**src/rtl/sub_word_rcon_pkg.sv**
```systemverilog
// Shared constants for the AES key-expansion SubWord/Rcon block:
// forward S-box table, round-constant table and the round-constant lookup.
package sub_word_rcon_pkg;

    localparam int NUM_ROUNDS = 10;

    // AES forward S-box, indexed by the input byte.
    localparam logic [7:0] SBOX_TABLE [0:255] = '{
        8'h63, 8'h7c, 8'h77, 8'h7b, 8'hf2, 8'h6b, 8'h6f, 8'hc5, 8'h30, 8'h01, 8'h67, 8'h2b, 8'hfe, 8'hd7, 8'hab, 8'h76,
        8'hca, 8'h82, 8'hc9, 8'h7d, 8'hfa, 8'h59, 8'h47, 8'hf0, 8'had, 8'hd4, 8'ha2, 8'haf, 8'h9c, 8'ha4, 8'h72, 8'hc0,
        8'hb7, 8'hfd, 8'h93, 8'h26, 8'h36, 8'h3f, 8'hf7, 8'hcc, 8'h34, 8'ha5, 8'he5, 8'hf1, 8'h71, 8'hd8, 8'h31, 8'h15,
        8'h04, 8'hc7, 8'h23, 8'hc3, 8'h18, 8'h96, 8'h05, 8'h9a, 8'h07, 8'h12, 8'h80, 8'he2, 8'heb, 8'h27, 8'hb2, 8'h75,
        8'h09, 8'h83, 8'h2c, 8'h1a, 8'h1b, 8'h6e, 8'h5a, 8'ha0, 8'h52, 8'h3b, 8'hd6, 8'hb3, 8'h29, 8'he3, 8'h2f, 8'h84,
        8'h53, 8'hd1, 8'h00, 8'hed, 8'h20, 8'hfc, 8'hb1, 8'h5b, 8'h6a, 8'hcb, 8'hbe, 8'h39, 8'h4a, 8'h4c, 8'h58, 8'hcf,
        8'hd0, 8'hef, 8'haa, 8'hfb, 8'h43, 8'h4d, 8'h33, 8'h85, 8'h45, 8'hf9, 8'h02, 8'h7f, 8'h50, 8'h3c, 8'h9f, 8'ha8,
        8'h51, 8'ha3, 8'h40, 8'h8f, 8'h92, 8'h9d, 8'h38, 8'hf5, 8'hbc, 8'hb6, 8'hda, 8'h21, 8'h10, 8'hff, 8'hf3, 8'hd2,
        8'hcd, 8'h0c, 8'h13, 8'hec, 8'h5f, 8'h97, 8'h44, 8'h17, 8'hc4, 8'ha7, 8'h7e, 8'h3d, 8'h64, 8'h5d, 8'h19, 8'h73,
        8'h60, 8'h81, 8'h4f, 8'hdc, 8'h22, 8'h2a, 8'h90, 8'h88, 8'h46, 8'hee, 8'hb8, 8'h14, 8'hde, 8'h5e, 8'h0b, 8'hdb,
        8'he0, 8'h32, 8'h3a, 8'h0a, 8'h49, 8'h06, 8'h24, 8'h5c, 8'hc2, 8'hd3, 8'hac, 8'h62, 8'h91, 8'h95, 8'he4, 8'h79,
        8'he7, 8'hc8, 8'h37, 8'h6d, 8'h8d, 8'hd5, 8'h4e, 8'ha9, 8'h6c, 8'h56, 8'hf4, 8'hea, 8'h65, 8'h7a, 8'hae, 8'h08,
        8'hba, 8'h78, 8'h25, 8'h2e, 8'h1c, 8'ha6, 8'hb4, 8'hc6, 8'he8, 8'hdd, 8'h74, 8'h1f, 8'h4b, 8'hbd, 8'h8b, 8'h8a,
        8'h70, 8'h3e, 8'hb5, 8'h66, 8'h48, 8'h03, 8'hf6, 8'h0e, 8'h61, 8'h35, 8'h57, 8'hb9, 8'h86, 8'hc1, 8'h1d, 8'h9e,
        8'he1, 8'hf8, 8'h98, 8'h11, 8'h69, 8'hd9, 8'h8e, 8'h94, 8'h9b, 8'h1e, 8'h87, 8'he9, 8'hce, 8'h55, 8'h28, 8'hdf,
        8'h8c, 8'ha1, 8'h89, 8'h0d, 8'hbf, 8'he6, 8'h42, 8'h68, 8'h41, 8'h99, 8'h2d, 8'h0f, 8'hb0, 8'h54, 8'hbb, 8'h16
    };

    // Round constants for rounds 1..10 (entry 0 is round 1).
    localparam logic [7:0] RCON_TABLE [0:NUM_ROUNDS-1] = '{
        8'h01, 8'h02, 8'h04, 8'h08, 8'h10, 8'h20, 8'h40, 8'h80, 8'h1b, 8'h36
    };

    // Round constant for a 4-bit round index; indices outside 1..10 yield zero.
    function automatic logic [7:0] rc_lookup(input logic [3:0] r);
        logic [3:0] idx;
        idx = r - 4'd1;
        if (r >= 4'd1 && r <= 4'd10) begin
            return RCON_TABLE[idx];
        end
        return 8'h00;
    endfunction

endpackage

```
**src/rtl/sub_word_rcon_sbox.sv**
```systemverilog
// Single-byte AES forward S-box, purely combinational table lookup.
module sbox
    import sub_word_rcon_pkg::*;
(
    input  logic [7:0] val,
    output logic [7:0] sub
);

    assign sub = SBOX_TABLE[val];

endmodule

```
**src/rtl/sub_word_rcon.sv**
```systemverilog
// SubWord plus round-constant lookup for AES key expansion.
// One registered stage: the table lookups feed the output registers directly.
module sub_word_rcon
    import sub_word_rcon_pkg::*;
(
    input  logic        clk,
    input  logic        rst_n,
    input  logic        en,
    input  logic [31:0] state,
    input  logic [3:0]  r,
    output logic [31:0] state_out,
    output logic [31:0] rcon,
    output logic        out_valid
);

    // ---- stage p0: combinational lookups on the raw inputs ----
    logic [31:0] sub_p0;
    logic [7:0]  rc_p0;

    for (genvar lane = 0; lane < 4; lane++) begin : g_lane
        sbox u_sbox (
            .val (state[8*lane +: 8]),
            .sub (sub_p0[8*lane +: 8])
        );
    end

    assign rc_p0 = rc_lookup(r);

    // ---- stage p1: output registers ----
    // Capture a fresh result on en; otherwise hold data and drop the valid flag.
    always_ff @(posedge clk or negedge rst_n) begin
        if (!rst_n) begin
            state_out <= 32'h0;
            rcon      <= 32'h0;
            out_valid <= 1'b0;
        end else begin
            out_valid <= en;
            if (en) begin
                state_out <= sub_p0;
                rcon      <= {rc_p0, 24'h000000};
            end
        end
    end

endmodule

```
**config.mk**
```make
export PLATFORM = sky130hd
export DESIGN_NAME = sub_word_rcon
export DESIGN_NICKNAME = d
export VERILOG_FILES = /design/src/rtl/sub_word_rcon_pkg.sv /design/src/rtl/sub_word_rcon_sbox.sv /design/src/rtl/sub_word_rcon.sv
export SDC_FILE = /design/constraint.sdc
export NUM_CORES = 1
export LEC_CHECK = 0
export CORE_MARGIN = 10
export CORE_UTILIZATION = 32
export DETAILED_ROUTE_END_ITERATION = 7
export PLACE_DENSITY = 0.45
export SYNTH_ARGS = -nofsm -noshare
export SYNTH_HDL_FRONTEND = slang
export SYNTH_SLANG_ARGS = --single-unit
```
**constraint.sdc**
```tcl
create_clock -name clk -period 2.35 [get_ports clk]
set_input_delay 0.5875 -clock clk [delete_from_list [all_inputs] [get_ports clk]]
set_output_delay 0.5875 -clock clk [all_outputs]
set_load 0.01 [all_outputs]
```
==> metrics.log <==
INFO  metric final.min_clock_period = around 2.3 ns
INFO  metric synthDominantCellAreaShare = 0.0695
INFO  metric fillers = between 4k and 5k
INFO  metric drtIter0Drc = ~3.8k
INFO  metric row_count = 79
INFO  metric place_hpwl = between 70000 and 80000 um
INFO  metric p_sw_frac = 0.467
INFO  metric hold_path.class = primary input to asynchronous set/reset pin
INFO  metric post-synth-top-count-cell = sky130_fd_sc_hd__nand2_1
INFO  metric critical_path.startpoint_type = primary input
INFO  metric worst_hold_slack = about 0.25 ns
INFO  metric synthesized_area_divided_by_synthesized_cell_count = 6.72 um^2
INFO  metric wl_per_cell = approximately 27 um
INFO  metric synth-main-ff-cell = sky130_fd_sc_hd__dfrtp_1
INFO  metric fin_nets = roughly 3k
INFO  metric clkSlewWorstSetupHoldPaths = approximately 0.080 ns
INFO  metric ys_seq_elements = 41
INFO  metric tritoncts = done
INFO  metric syn-cell-area = approximately 0.015 mm^2
INFO  metric fin_worst_skew = 0 ns
INFO  metric vdd.ir_drop.worst = approximately 270 uV
INFO  metric cp_slowest_stage_delay = between 0.4 and 0.5 ns
INFO  metric report.final.slew_viol_count = 0
INFO  metric synth_cell_type_count = 90
INFO  metric powerDensity = ~300 mW/mm^2
INFO  metric die_h = between 200 and 250 um
INFO  metric power.static_leakage = just under 0.01 uW
INFO  metric io_buffer_count = 79
INFO  metric power_switching = ~3400 uW
INFO  metric cpMaxStageDelayCell = sky130_fd_sc_hd__mux4_2
INFO  metric internal-power = ~3900 uW
INFO  metric x_dimension_of_the_die = 238 um
INFO  metric setup_crit_end_kind = flop
INFO  metric drc = 0
INFO  metric setup_viol = 0
INFO  metric grt_start_max_net_pins = 38
INFO  metric ctsHoldBuffers = 0
INFO  metric period_share = 0.997
INFO  metric number_of_global_route_vias_before_repair = between 20k and 25k
INFO  metric clk_root_buffer_cell = sky130_fd_sc_hd__clkbuf_16
INFO  metric critical_path_arrival = ~2.5 ns
INFO  metric worst-path-buf-inv = 3
INFO  metric cpLargestDelayFamily = compound AO/OA/AOI/OAI gates
INFO  metric synth-edff-count = 0
INFO  metric floorplan.die_area = 0.0567 mm^2
INFO  metric grt_antenna_before_repair = 1
INFO  metric timing.critical_path.cells = buf_6, buf_12, inv_8, ha_4, nand2b_4, nand2_1, mux4_2, a221oi_2, a211o_1, o2111ai_1
INFO  metric fmaxAchievable = 427 MHz
INFO  metric status = complete, no violations
INFO  metric crit_path_max_fanout = 7
INFO  metric top_level_ports = 104
INFO  metric overflow = 0
INFO  metric drtPass1Iterations = 6
INFO  metric slew_worst_pin = slightly below 0.7 ns
INFO  metric placement.setup.worst_slack = -1.08 ns
INFO  metric largest_cells_by_area_after_synthesis = sky130_fd_sc_hd__mux4_2, sky130_fd_sc_hd__dfrtp_1, sky130_fd_sc_hd__o21ai_0, sky130_fd_sc_hd__a21oi_1, sky130_fd_sc_hd__nand2_1
INFO  metric share_comb_of_total_power = 0.736
INFO  metric max-clock-path-buffers = 2
INFO  metric clk-insertion-delay-late = approximately 0.30 ns
INFO  metric htree_num_levels = 2
INFO  metric grt_util_all_layers = 0.318
INFO  metric rsz0062_at_grt = yes
INFO  metric hold_viol = 0
INFO  metric initial_core_utilization = 0.326
INFO  metric routed_via_density = 6.42
INFO  metric drv.max_cap_violation_count = 0
INFO  metric detailroute.via_count = around 23k
INFO  metric cts_num_sinks = 41
INFO  metric post_synth_inst_count = 2265
INFO  metric wire_length_of_the_first_global_routing_pass = 141000 um
INFO  metric crit_type = primary input to flop
INFO  metric seq_area_frac_synth = 0.0674
INFO  metric netlist_top_cells_count = sky130_fd_sc_hd__nand2_1, sky130_fd_sc_hd__o21ai_0, sky130_fd_sc_hd__a21oi_1, sky130_fd_sc_hd__nor2_1, sky130_fd_sc_hd__buf_2
INFO  metric areaGrowthSynthToFinish = 54.1%
INFO  metric totalWireLength = 94800 um
INFO  metric remaining_antenna_violation_count_after_routing = 0
INFO  metric critPathRequiredTime = approximately 2.5 ns
INFO  metric cts_made_buffers = 5
INFO  metric core_area = between 0.04 and 0.05 mm^2
INFO  metric postLayoutSetupSlackWorst = 0.00809 ns
INFO  metric slew-limit-headroom = 0.547
INFO  metric sequential_share_of_power = 0.124
INFO  metric synth.largest_area_cell = sky130_fd_sc_hd__mux4_2
INFO  metric place_congestion = roughly 1.0
INFO  metric share_of_synthesized_registers_carrying_an_async_set_or_reset = 1.00
INFO  metric ys_warnings = 0
INFO  metric final_layout_size_suffix_gt1_frac = 0.393
INFO  metric setup-tns-final = 0 ns
INFO  metric clock_power_share = 0.140
## layer usage
metal | up-vias | wire (um) | global-route usage
li1 | 9863 | - | -
met1 | 10700 | 38800 | 0.426
met2 | 1626 | 40800 | 0.485
met3 | 323 | 10100 | 0.0588
met4 | 2 | 5130 | 0.150
met5 | - | 7 | 0
## path summary, 6_finish.rpt
path / startpoint / end / slack, ns / cells past startpoint
worst min-delay path: rst_n / state_out[31]$_DFFE_PN0P_ / 0.25 / 1
max in group asynchronous: rst_n / state_out[22]$_DFFE_PN0P_ / 1.52 / 2
worst max-delay path: state[17] / state_out[23]$_DFFE_PN0P_ / 0.008 / 10
min in group clk: rcon[25]$_DFFE_PN0P_ / rcon[25]$_DFFE_PN0P_ / 0.50 / 2
worst min register to register: rcon[25]$_DFFE_PN0P_ / rcon[25]$_DFFE_PN0P_ / 0.50 / 2
worst max register to register: state_out[28]$_DFFE_PN0P_ / state_out[28]$_DFFE_PN0P_ / 1.13 / 2
## state kept, by name (all words and copies together), names as in the netlist
signal,count
out_valid,1
state_out,32
rcon,8
## timing repair
item                       4_1_cts  5_1_grt
setup endpoints to repair       32       31
pin swaps                       44       39
resized for setup              187      118
hold endpoints to repair         0        0
buffers inserted                18        4
## placed cells by master, fill, tap and decap left out, drive strengths merged, types with 13 or more instances in the layout
| cell | Yosys | final |
|---|---|---|
| a211o | 14 | 14 |
| a211oi | 47 | 47 |
| a21oi | 186 | 186 |
| a221oi | 14 | 14 |
| a22oi | 17 | 17 |
| a311oi | 47 | 47 |
| a31oi | 48 | 48 |
| and2 | 28 | 28 |
| buf | 201 | 846 |
| clkdlybuf4s50 | 0 | 53 |
| conb | 1 | 24 |
| dfrtp | 41 | 41 |
| ha | 60 | 60 |
| inv | 45 | 45 |
| mux2i | 13 | 13 |
| mux4 | 47 | 47 |
| nand2 | 208 | 208 |
| nand2b | 100 | 100 |
| nand3 | 82 | 82 |
| nor2 | 178 | 178 |
| nor2b | 61 | 61 |
| nor3 | 63 | 63 |
| o2111ai | 24 | 24 |
| o211ai | 65 | 65 |
| o21ai | 211 | 211 |
| o221ai | 23 | 23 |
| o311ai | 42 | 42 |
| o31ai | 38 | 38 |
| or2 | 24 | 24 |
## cells by family (layout without fill, tap and decap cells)
| kind of cell | Yosys count | count (layout) | synth area share |
|---|---|---|---|
| AOI/OAI and AO/OA | 923 | 923 | 0.413 |
| xor gates and xnor gates | 11 | 11 | 0.00633 |
| adders and majority gates | 60 | 60 | 0.0493 |
| buffers and inverters | 346 | 956 | 0.113 |
| DFF | 41 | 41 | 0.0674 |
| muxes | 67 | 67 | 0.0832 |
| other | 1 | 26 | 0.000246 |
| and+or+nand+nor | 816 | 816 | 0.267 |
## layout make-up
cell class | count | area [um^2] | area share
Sequential cell | 41 | 1030 | 0.0437
Multi-Input combinational cell | 1901 | 13600 | 0.580
Timing Repair Buffer | 900 | 7650 | 0.326
Tap cell | 607 | 759 | 0.0324
Inverter | 48 | 234 | 0.00997
Clock buffer | 5 | 125 | 0.00533
Clock inverter | 3 | 68.8 | 0.00293
Antenna cell | 2 | 5.00 | 0.000213
## power by group through the flow
stage / Clock, uW / Combinational (uW) / Sequential, uW
finish: 1010 / 5330 / 897
detailed placement: 0 / 4850 / 909
global route: 1050 / 5580 / 908
global placement: 0 / 4900 / 912
floorplan: 0 / 2360 / 917
CTS: 1030 / 5060 / 898
## metrics by stage
| step | util | std cells | total power (uW) | instance area, um^2 |
|---|---|---|---|---|
| 2_1_floorplan | - | 2288 | 3280 | 15600 |
| 3_3_place_gp | 0.472 | 3478 | 5810 | 22100 |
| 3_5_place_dp | 0.472 | 3478 | 5760 | 22100 |
| 4_1_cts | 0.492 | 3503 | 7000 | 23000 |
| 5_1_grt | 0.502 | 3505 | 7540 | 23500 |
| 6_report | 0.502 | 3507 | 7240 | 23500 |
Note: power is estimated with default switching activity, not from simulation.
